### src/rtl/register_file_mp.sv
// Multi-port integer register file with dual write ports, optional
// write-to-read bypass, busy scoreboard and a debug read port.
module register_file_mp #(
    parameter int                DATA_W   = 32,
    parameter int                DEPTH    = 32,
    parameter int                NUM_RD   = 2,
    parameter bit                BYPASS   = 1'b1,
    parameter int                INIT_IDX = 11,
    parameter logic [DATA_W-1:0] INIT_VAL = DATA_W'(1),
    localparam int               AW       = $clog2(DEPTH)
) (
    input  logic                     clk_i,
    input  logic                     rst_ni,
    input  logic [NUM_RD*AW-1:0]     rs_addr_i,
    output logic [NUM_RD*DATA_W-1:0] rs_data_o,
    output logic [NUM_RD-1:0]        rs_busy_o,
    input  logic                     w0_en_i,
    input  logic [AW-1:0]            w0_addr_i,
    input  logic [DATA_W-1:0]        w0_data_i,
    input  logic                     w1_en_i,
    input  logic [AW-1:0]            w1_addr_i,
    input  logic [DATA_W-1:0]        w1_data_i,
    input  logic                     alloc_en_i,
    input  logic [AW-1:0]            alloc_addr_i,
    input  logic [AW-1:0]            dbg_addr_i,
    output logic [DATA_W-1:0]        dbg_data_o,
    output logic                     busy_any_o
);

    logic [DATA_W-1:0] mem [DEPTH];
    logic [DEPTH-1:0]  busy;
    logic [DEPTH-1:0]  w0_hit;
    logic [DEPTH-1:0]  w1_hit;
    logic [DEPTH-1:0]  al_hit;

    // One-hot decode; bit 0 never hits, which keeps x0 and busy[0] at zero.
    always_comb begin
        w0_hit = '0;
        w1_hit = '0;
        al_hit = '0;
        for (int i = 1; i < DEPTH; i++) begin
            w0_hit[i] = w0_en_i && (w0_addr_i == AW'(i));
            w1_hit[i] = w1_en_i && (w1_addr_i == AW'(i));
            al_hit[i] = alloc_en_i && (alloc_addr_i == AW'(i));
        end
    end

    always_ff @(posedge clk_i) begin
        if (!rst_ni) begin
            for (int i = 0; i < DEPTH; i++) begin
                mem[i] <= (i == INIT_IDX && i != 0) ? INIT_VAL : '0;
            end
            busy <= '0;
        end else begin
            for (int i = 0; i < DEPTH; i++) begin
                if (w1_hit[i]) begin
                    mem[i] <= w1_data_i;
                end else if (w0_hit[i]) begin
                    mem[i] <= w0_data_i;
                end
            end
            // A new allocation supersedes a completing producer.
            busy <= (busy & ~(w0_hit | w1_hit)) | al_hit;
        end
    end

    for (genvar k = 0; k < NUM_RD; k++) begin : g_rd
        logic [AW-1:0]     addr;
        logic [DATA_W-1:0] data;
        logic              bsy;

        assign addr = rs_addr_i[k*AW +: AW];

        always_comb begin
            data = mem[addr];
            bsy  = busy[addr];
            if (BYPASS) begin
                if (w1_hit[addr]) begin
                    data = w1_data_i;
                end else if (w0_hit[addr]) begin
                    data = w0_data_i;
                end
                if ((w0_hit[addr] || w1_hit[addr]) && !al_hit[addr]) begin
                    bsy = 1'b0;
                end
            end
        end

        assign rs_data_o[k*DATA_W +: DATA_W] = data;
        assign rs_busy_o[k]                  = bsy;
    end

    assign dbg_data_o = mem[dbg_addr_i];
    assign busy_any_o = |busy;

endmodule

### config.mk
export PLATFORM = sky130hd
export DESIGN_NAME = register_file_mp
export DESIGN_NICKNAME = d
export VERILOG_FILES = /design/src/rtl/register_file_mp.sv
export SDC_FILE = /design/constraint.sdc
export NUM_CORES = 2
export LEC_CHECK = 0
export CAP_MARGIN = 10
export CORE_MARGIN = 2
export CORE_UTILIZATION = 30
export CTS_CLUSTER_SIZE = 30
export DETAILED_ROUTE_END_ITERATION = 10
export PLACE_DENSITY_LB_ADDON = 0.3
export SLEW_MARGIN = 20
export SYNTH_ARGS = -nofsm -noshare
export SYNTH_HDL_FRONTEND = slang
export SYNTH_SLANG_ARGS = --single-unit
export TNS_END_PERCENT = 10
### constraint.sdc
create_clock -name clk_i -period 4.31 [get_ports clk_i]
set_input_delay 0.6465 -clock clk_i [delete_from_list [all_inputs] [get_ports clk_i]]
set_output_delay 0.6465 -clock clk_i [all_outputs]
set_load 0.05 [all_outputs]
==> flow_summary.json <==
{
  "synthCells": 6260,
  "cts.reportedPaths.clkPinSlew_ps": 60,
  "timing.max_slew.rel_slack": 0.280,
  "power-per-cell-area_mw_per_mm2": 358,
  "grt_antenna_before_repair": 34,
  "clock-sinks": 1023,
  "fin_crit_sh": 0.998,
  "largest_area_contributor_in_the_netlist": "sky130_fd_sc_hd__edfxtp_1",
  "seq_total_area_yosys": 0.428,
  "worst_hold_startpoint": "rst_ni",
  "detailedRoute.firstPassIterationCount": 9,
  "number_of_synthesized_flops_with_an_enable_pin": 992,
  "multi_input_area_sq_mm": 0.0377,
  "io_count": 198,
  "post_synthesis_cell_area_sq_mm": 0.0710,
  "design_area_sq_mm": 0.0845,
  "timing_hold_violations_final": 0,
  "cp.arrival_ps": 3650,
  "yosysUniqueCellTypes": 72,
  "grt_max_degree": 94,
  "total_power_w": 0.0303,
  "setup_viol": 0,
  "yosys_warning_total": 0,
  "gpl.final_weighted_congestion": 0.978,
  "crit_path_start": "rs_addr_i[6]",
  "width_of_the_chip_um": 491,
  "rsz0062_at_grt": "no",
  "cts.path.max_buffers": 3,
  "cts.repair_timing.setup_buffer_count": 0,
  "run_status": "complete, no violations",
  "worst-setup-path-type": "in -> out",
  "achievable-frequency_ghz": 0.233,
  "tritoncts": "done",
  "clk_root_buffer_cell": "sky130_fd_sc_hd__clkbuf_16",
  "drtAntennaViolNets": 0,
  "cts_htree_levels": 3,
  "place_area_sq_mm": 0.0805,
  "drt-vias-per-instance": 6.51,
  "post_layout_nets": 6474,
  "tightest_slew_ps": 1070,
  "worst_setup_path_end_kind": "primary output",
  "async_set_or_reset_flop_fraction_in_the_synthesized_netlist": 0,
  "count_of_pins_over_their_slew_limit": 0,
  "drcViolationCount": 0,
  "start_kind": "input pin",
  "post_route_skew_ps": 0,
  "io_buffer_count": 197,
  "synthesized_area_per_cell_sq_um": 11.3,
  "cts_made_buffers": 119,
  "worst-path-max-fanout": 23,
  "place_hpwl_um": 253000,
  "cts_hold_buffers_added": 0,
  "floorplan.die_area_sq_mm": 0.241,
  "cap_viol_max_count": 0,
  "totalNegativeSetupSlack_ps": 0,
  "final.fill_count": 22791,
  "num_vias": 62723,
  "final-seq-area_sq_mm": 0.0304,
  "areaGrowthSynthToFinish_pct": 19.0,
  "r2r-start": "busy[15]$_SDFF_PN0_",
  "floorplan.core_area_sq_mm": 0.235,
  "yosys.area.top_type_share": 0.419,
  "die_h_um": 491,
  "critical_path_required_ps": 3660,
  "global_route.usage.total": 0.305,
  "ir_drop_uv": 343,
  "minimum_clock_period_after_layout_ps": 4300,
  "grt_pass1_vias": 60093,
  "mappedNetlistNets": 6359,
  "iteration_0_drc_count_of_the_detailed_router": 10563,
  "p_leak_nw": 27.8,
  "floorplan.rows": 178,
  "yosys-top-cells-area": "sky130_fd_sc_hd__edfxtp_1 (42%), sky130_fd_sc_hd__mux4_2 (21%), sky130_fd_sc_hd__nand2_1 (6.0%)",
  "worstHoldPathType": "in -> reg",
  "synth_flop_cell": "sky130_fd_sc_hd__edfxtp_1",
  "layout-drive-gt1-share": 0.276,
  "avgRoutedWirePerCell_um": 39.2,
  "first_pass_grt_wire_length_um": 511000,
  "grt.overflow.total": 0,
  "clock_latency_ps": 760,
  "initial_core_util": 0.302,
  "postSynthRegisterBits": 1023,
  "drt_wl_total_um": 378000
}
state kept, by name (all words and copies together), names as in the netlist:
| signal | count |
|---|---|
| busy | 31 |
| mem | 992 |
cells in the mapped netlist (12+ instances only):
| master | count |
|---|---|
| sky130_fd_sc_hd__nand2_1 | 1130 |
| sky130_fd_sc_hd__edfxtp_1 | 992 |
| sky130_fd_sc_hd__mux4_2 | 655 |
| sky130_fd_sc_hd__clkbuf_1 | 500 |
| sky130_fd_sc_hd__o21ai_0 | 463 |
| sky130_fd_sc_hd__a22oi_1 | 381 |
| sky130_fd_sc_hd__nor2b_1 | 333 |
| sky130_fd_sc_hd__a21oi_1 | 275 |
| sky130_fd_sc_hd__mux2i_1 | 204 |
| sky130_fd_sc_hd__buf_2 | 176 |
| sky130_fd_sc_hd__mux2_2 | 128 |
| sky130_fd_sc_hd__nor2_1 | 111 |
| sky130_fd_sc_hd__a22o_1 | 110 |
| sky130_fd_sc_hd__a221oi_1 | 94 |
| sky130_fd_sc_hd__o22ai_1 | 82 |
| sky130_fd_sc_hd__nand3_1 | 69 |
| sky130_fd_sc_hd__buf_4 | 59 |
| sky130_fd_sc_hd__nor3_1 | 43 |
| sky130_fd_sc_hd__buf_1 | 38 |
| sky130_fd_sc_hd__a211oi_1 | 32 |
| sky130_fd_sc_hd__dfxtp_1 | 31 |
| sky130_fd_sc_hd__and3_1 | 29 |
| sky130_fd_sc_hd__inv_1 | 29 |
| sky130_fd_sc_hd__a31oi_1 | 27 |
| sky130_fd_sc_hd__o211ai_1 | 27 |
| sky130_fd_sc_hd__and2_1 | 18 |
| sky130_fd_sc_hd__o31ai_2 | 18 |
| sky130_fd_sc_hd__nand4_1 | 17 |
| sky130_fd_sc_hd__nand2b_1 | 16 |
| sky130_fd_sc_hd__nand3b_1 | 14 |
| sky130_fd_sc_hd__nor2_2 | 13 |
| sky130_fd_sc_hd__o31ai_1 | 12 |
| sky130_fd_sc_hd__xnor2_1 | 12 |
report_power, final:
| part | internal, W | total (W) | leakage (nW) | switching [W] |
|---|---|---|---|---|
| clock | 0.00589 | 0.0105 | 1.89 | 0.00463 |
| combinational | 0.00310 | 0.00753 | 16.1 | 0.00442 |
| sequential | 0.0117 | 0.0123 | 9.80 | 0.000542 |
| total | 0.0207 | 0.0303 | 27.8 | 0.00959 |
critical path: stages:
cell and delay [ps]:
sky130_fd_sc_hd__buf_8 390, sky130_fd_sc_hd__buf_12 320, sky130_fd_sc_hd__xor2_1 210, sky130_fd_sc_hd__o21ai_0 220
sky130_fd_sc_hd__a32o_2 330, sky130_fd_sc_hd__buf_12 190, sky130_fd_sc_hd__a211oi_2 660, sky130_fd_sc_hd__o22ai_1 320
sky130_fd_sc_hd__buf_12 240
repair_timing:
item                       4_1_cts  5_1_grt
setup endpoints to repair       10        5
resized for setup                7        4
pin swaps                        0        0
final cells by class:
cell class,instances,area share
multi-input combinational,4424,0.446
timing repair buffer,777,0.100
tap,3150,0.0466
clock inverter,80,0.00929
inverter,30,0.00133
antenna,14,0.000414
sequential,1023,0.360
clock buffer,144,0.0367
worst paths after layout:
check | endpoint | slack, ps | depth (start not counted)
max | rs_data_o[47] | 10 | 9
min | busy[7]$_SDFF_PN0_ | 330 | 2
max reg2reg | busy[15]$_SDFF_PN0_ | 3530 | 2
min reg2reg | busy[20]$_SDFF_PN0_ | 510 | 2
metal layers:
| metal | share of wire | GRT usage |
|---|---|---|
| met5 | 0.00039 | 0 |
| met4 | 0.093 | 0.233 |
| met3 | 0.13 | 0.0871 |
| met2 | 0.43 | 0.459 |
| met1 | 0.35 | 0.370 |
layout by cell type (no fill, tap or decap), drive strengths merged, types with 83 or more instances in the layout:
master and n:
a21oi 275, a221oi 94, a22o 110, a22oi 381, buf 693, clkbuf 144
clkdlybuf4s50 83, edfxtp 992, mux2 128, mux2i 204, mux4 655, nand2 1130
nor2 124, nor2b 333, o21ai 474, o22ai 83
kinds of logic (layout without fill, tap and decap cells):
group,Yosys count,after routing,synth area share
mux,987,987,0.257
simple gates,1847,1847,0.119
other cells,0,14,0
xor+xnor,23,23,0.00284
compound gates,1567,1567,0.143
flops,1023,1023,0.428
buf+inv,813,1031,0.0502
stage by stage:
step / util / hold slack [ps] / instances / setup WS [ps]
finish: 0.359 / 326 / 9642 / 10.8
floorplan: - / 469 / 6260 / 431
CTS: 0.359 / 293 / 9627 / 33.6
global placement: 0.342 / 487 / 9403 / -592
global route: 0.359 / 323 / 9630 / 31.4
detailed placement: 0.342 / 499 / 9403 / -321
Note: power is estimated with default switching activity, not from simulation.
==> variant (config.mk and constraints unchanged) <==
Put a register stage on the output `dbg_data_o`, with the module's reset. The value now appears one clock later. The other outputs are not delayed to match.
--- a/src/rtl/register_file_mp.sv
+++ b/src/rtl/register_file_mp.sv
@@ -90,7 +90,13 @@
         assign rs_busy_o[k]                  = bsy;
     end
 
-    assign dbg_data_o = mem[dbg_addr_i];
+    always_ff @(posedge clk_i) begin
+        if (!rst_ni) begin
+            dbg_data_o <= '0;
+        end else begin
+            dbg_data_o <= mem[dbg_addr_i];
+        end
+    end
     assign busy_any_o = |busy;
 
 endmodule
Function: not settled (the Yosys comparison gave no result); the edit may change what the design does.
==> variant against the original RTL <==
  * Clock power grew 9%
  * Via count is 8.2% higher
  * Largest power group unchanged
  * Synthesized area up 2.2%
  * Routed wire length increased by 9.9%
  * Synthesized cell count rose by 7.8%
  * Worst setup slack got worse by 0.17 ns
  * Critical path type unchanged
  * Non-clock buffer count is 103 higher
  * Sequential cell count up 32
  * The flow now finishes with violations (negative setup slack)
  * Design area up 3.8%
  * Largest cell class unchanged
  * Power rose by 4.0%
==> variant: results (changes against the original RTL) <==
Global Route Usage Sum = 32.69% (+2.2 points)
Largest net degree at the start of global routing = 105 (+12%)
Flop2flop setup slack = 1.99 ns (-1.54 ns)
Top flop regs = mem: 992 flops, dbg_data_o: 32 flops, busy: 31 flops
Failing checks = negative setup slack
Routability Congestion = 1.018 (+4.1%)
Distinct cells, synth = 75 (+4.2%)
H-tree levels = 4 (+1)
Synthesized instance count = 6746 (+7.8%)
Reg2Reg Depth = 4 (+2)
Clk buf depth = 3 (unchanged)
Worst Setup SP = rs_addr_i[5]
M3 GR Usage = 13.20% (+4.5 points)
Routed WL per cell = 40.47 microns (+3.2%)
Post-synth EDFFs = 992 (unchanged)
Xor/xnor cell area share of the yosys netlist = 0.2654% (-0.018 points)
Met1 usage = 40.92% (+3.9 points)
Fill cell count = 23530 (+3.2%)
Number of buffers added on ports = 197 (unchanged)
Total Routed Length = 415.5 mm (+9.9%)
Setup violations, final = 8 (+8)
Leakage power = 30.21 nW (+8.7%)
Post-synthesis sequential area ratio = 42.77% (about the same)
Number of CTS-inserted buffers = 135 (+13%)
Met3 WL = 64.67 mm (+35%)
Mapped Nets = 6845 (+7.6%)
Reg-to-reg endpoint = dbg_data_o[14]$_SDFF_PN0_
WHS = 0.2598 ns (-0.06647 ns)
Final core utilization = 36.48% (+0.57 points)
Synth Area in Compound Gates = 15.23% (+0.94 points)
Net Switching = 10.15 mW (+5.8%)
Worst Min Path Start = rst_ni
Placed cell count = 9978 (+6.1%)
M2 GR Usage = 45.83% (-0.066 points)
Routed vias/inst = 6.608 (+1.6%)
Top FF cell, synth = edfxtp_1
Status = complete, but fails checks
Root Driver = clkbuf_16
Met1 Wirelength = 147.0 mm (+12%)
Layout cells sized above 1 = 25.10% (-2.5 points)
Critical path endpoint = rs_data_o[37]
Initial antenna violation count = 41 (+21%)
Clock Latency Late Sink = 0.81 ns (+0.05 ns)
Vias in the first global route = 64030 (+6.5%)
Drt pass-1 iters = 7 (-2)
Setup ws final = -0.1632 ns (-0.1740 ns)
Detailed-routed wire length on met2 = 169.8 mm (+3.3%)
Top cells by area, synth = edfxtp_1 41%, mux4_2 15%, mux2i_1 7.5%
Worst clock skew = 0.05194 ns (+0.05194 ns)
Min-Delay Endpoint = busy[9]$_SDFF_PN0_
Worst slew pin tran = 1.201 ns (+0.1314 ns)
1st-iter DRT viols = 12060 (+14%)
Synth cell count leaders = 1120 x nand2_1, 992 x edfxtp_1, 633 x clkbuf_1
Post-synthesis mux area share = 25.07% (-0.60 points)
Peak supply drop = 255.0 uV (-26%)
Nets = 7038 (+8.7%)
First-pass GRT wire length = 553.4 mm (+8.3%)
Reg2Reg Launch Point = mem[23][14]$_SDFFCE_PN0P_
Detailed placer's ending HPWL = 269.1 mm (+6.5%)
Placed Area = 83040 sq um (+3.1%)
variant: cell count changes after synthesis, moves of 57 or more:
cell      delta
mux2i_1    +339
mux4_2     -185
clkbuf_1   +133
buf_2      -121
a22oi_1    +107
buf_1       +93
o21ai_0     +61
buf_4       -57
variant: metrics by stage:
step	setup TNS, ns	worst slack, ns
after floorplan	-3.819	-0.1445
after global routing	-0.01450	-0.01450
after detailed placement	-12.37	-0.3955
after CTS	-0.06082	-0.03216
final	-0.5050	-0.1632
after global placement	-14.47	-0.6997
variant: critical path: stages:
cell	delay [ns]
buf_8	0.17
nor2b_4	0.21
buf_12	0.23
buf_4	0.50
a221oi_1	0.26
nor4_1	0.92
nor3_1	0.14
o31ai_1	0.44
buf_12	0.19
variant: logic make-up (layout without fill, tap and decap cells):
| logic type | count (synthesis) | after routing |
|---|---|---|
| xor+xnor | 22 | 22 |
| buf+inv | 845 | 1144 |
| other cells | 0 | 37 |
| compound gates | 1699 | 1699 |
| simple gates | 1925 | 1925 |
| flops | 1055 | 1055 |
| mux | 1200 | 1200 |
variant: power groups by stage:
stage               Combinational (mW)  Sequential, mW  Clock (mW)
detailed placement                7.13            12.8           0
global placement                  7.10            12.8           0
finish                            7.48            12.7        11.4
global route                      7.58            12.7        11.8
CTS                               7.20            12.6        11.4
floorplan                         3.76            12.7           0
variant: cell type report:
cell class	instances	area share, %
Inverter	21	0.09126
Multi-Input combinational cell	4846	44.59
Sequential cell	1055	35.39
Antenna cell	37	0.1055
Timing Repair Buffer	880	10.43
Clock inverter	76	0.7957
Clock buffer	167	4.058
Tap cell	3185	4.541
variant: repair_timing:
item | 4_1_cts | 5_1_grt
buffers inserted | 3 | 3
pin swaps | 4 | 10
resized for setup | 37 | 34
cloned | 1 | 2
endpoints found under the setup margin | 59 | 50
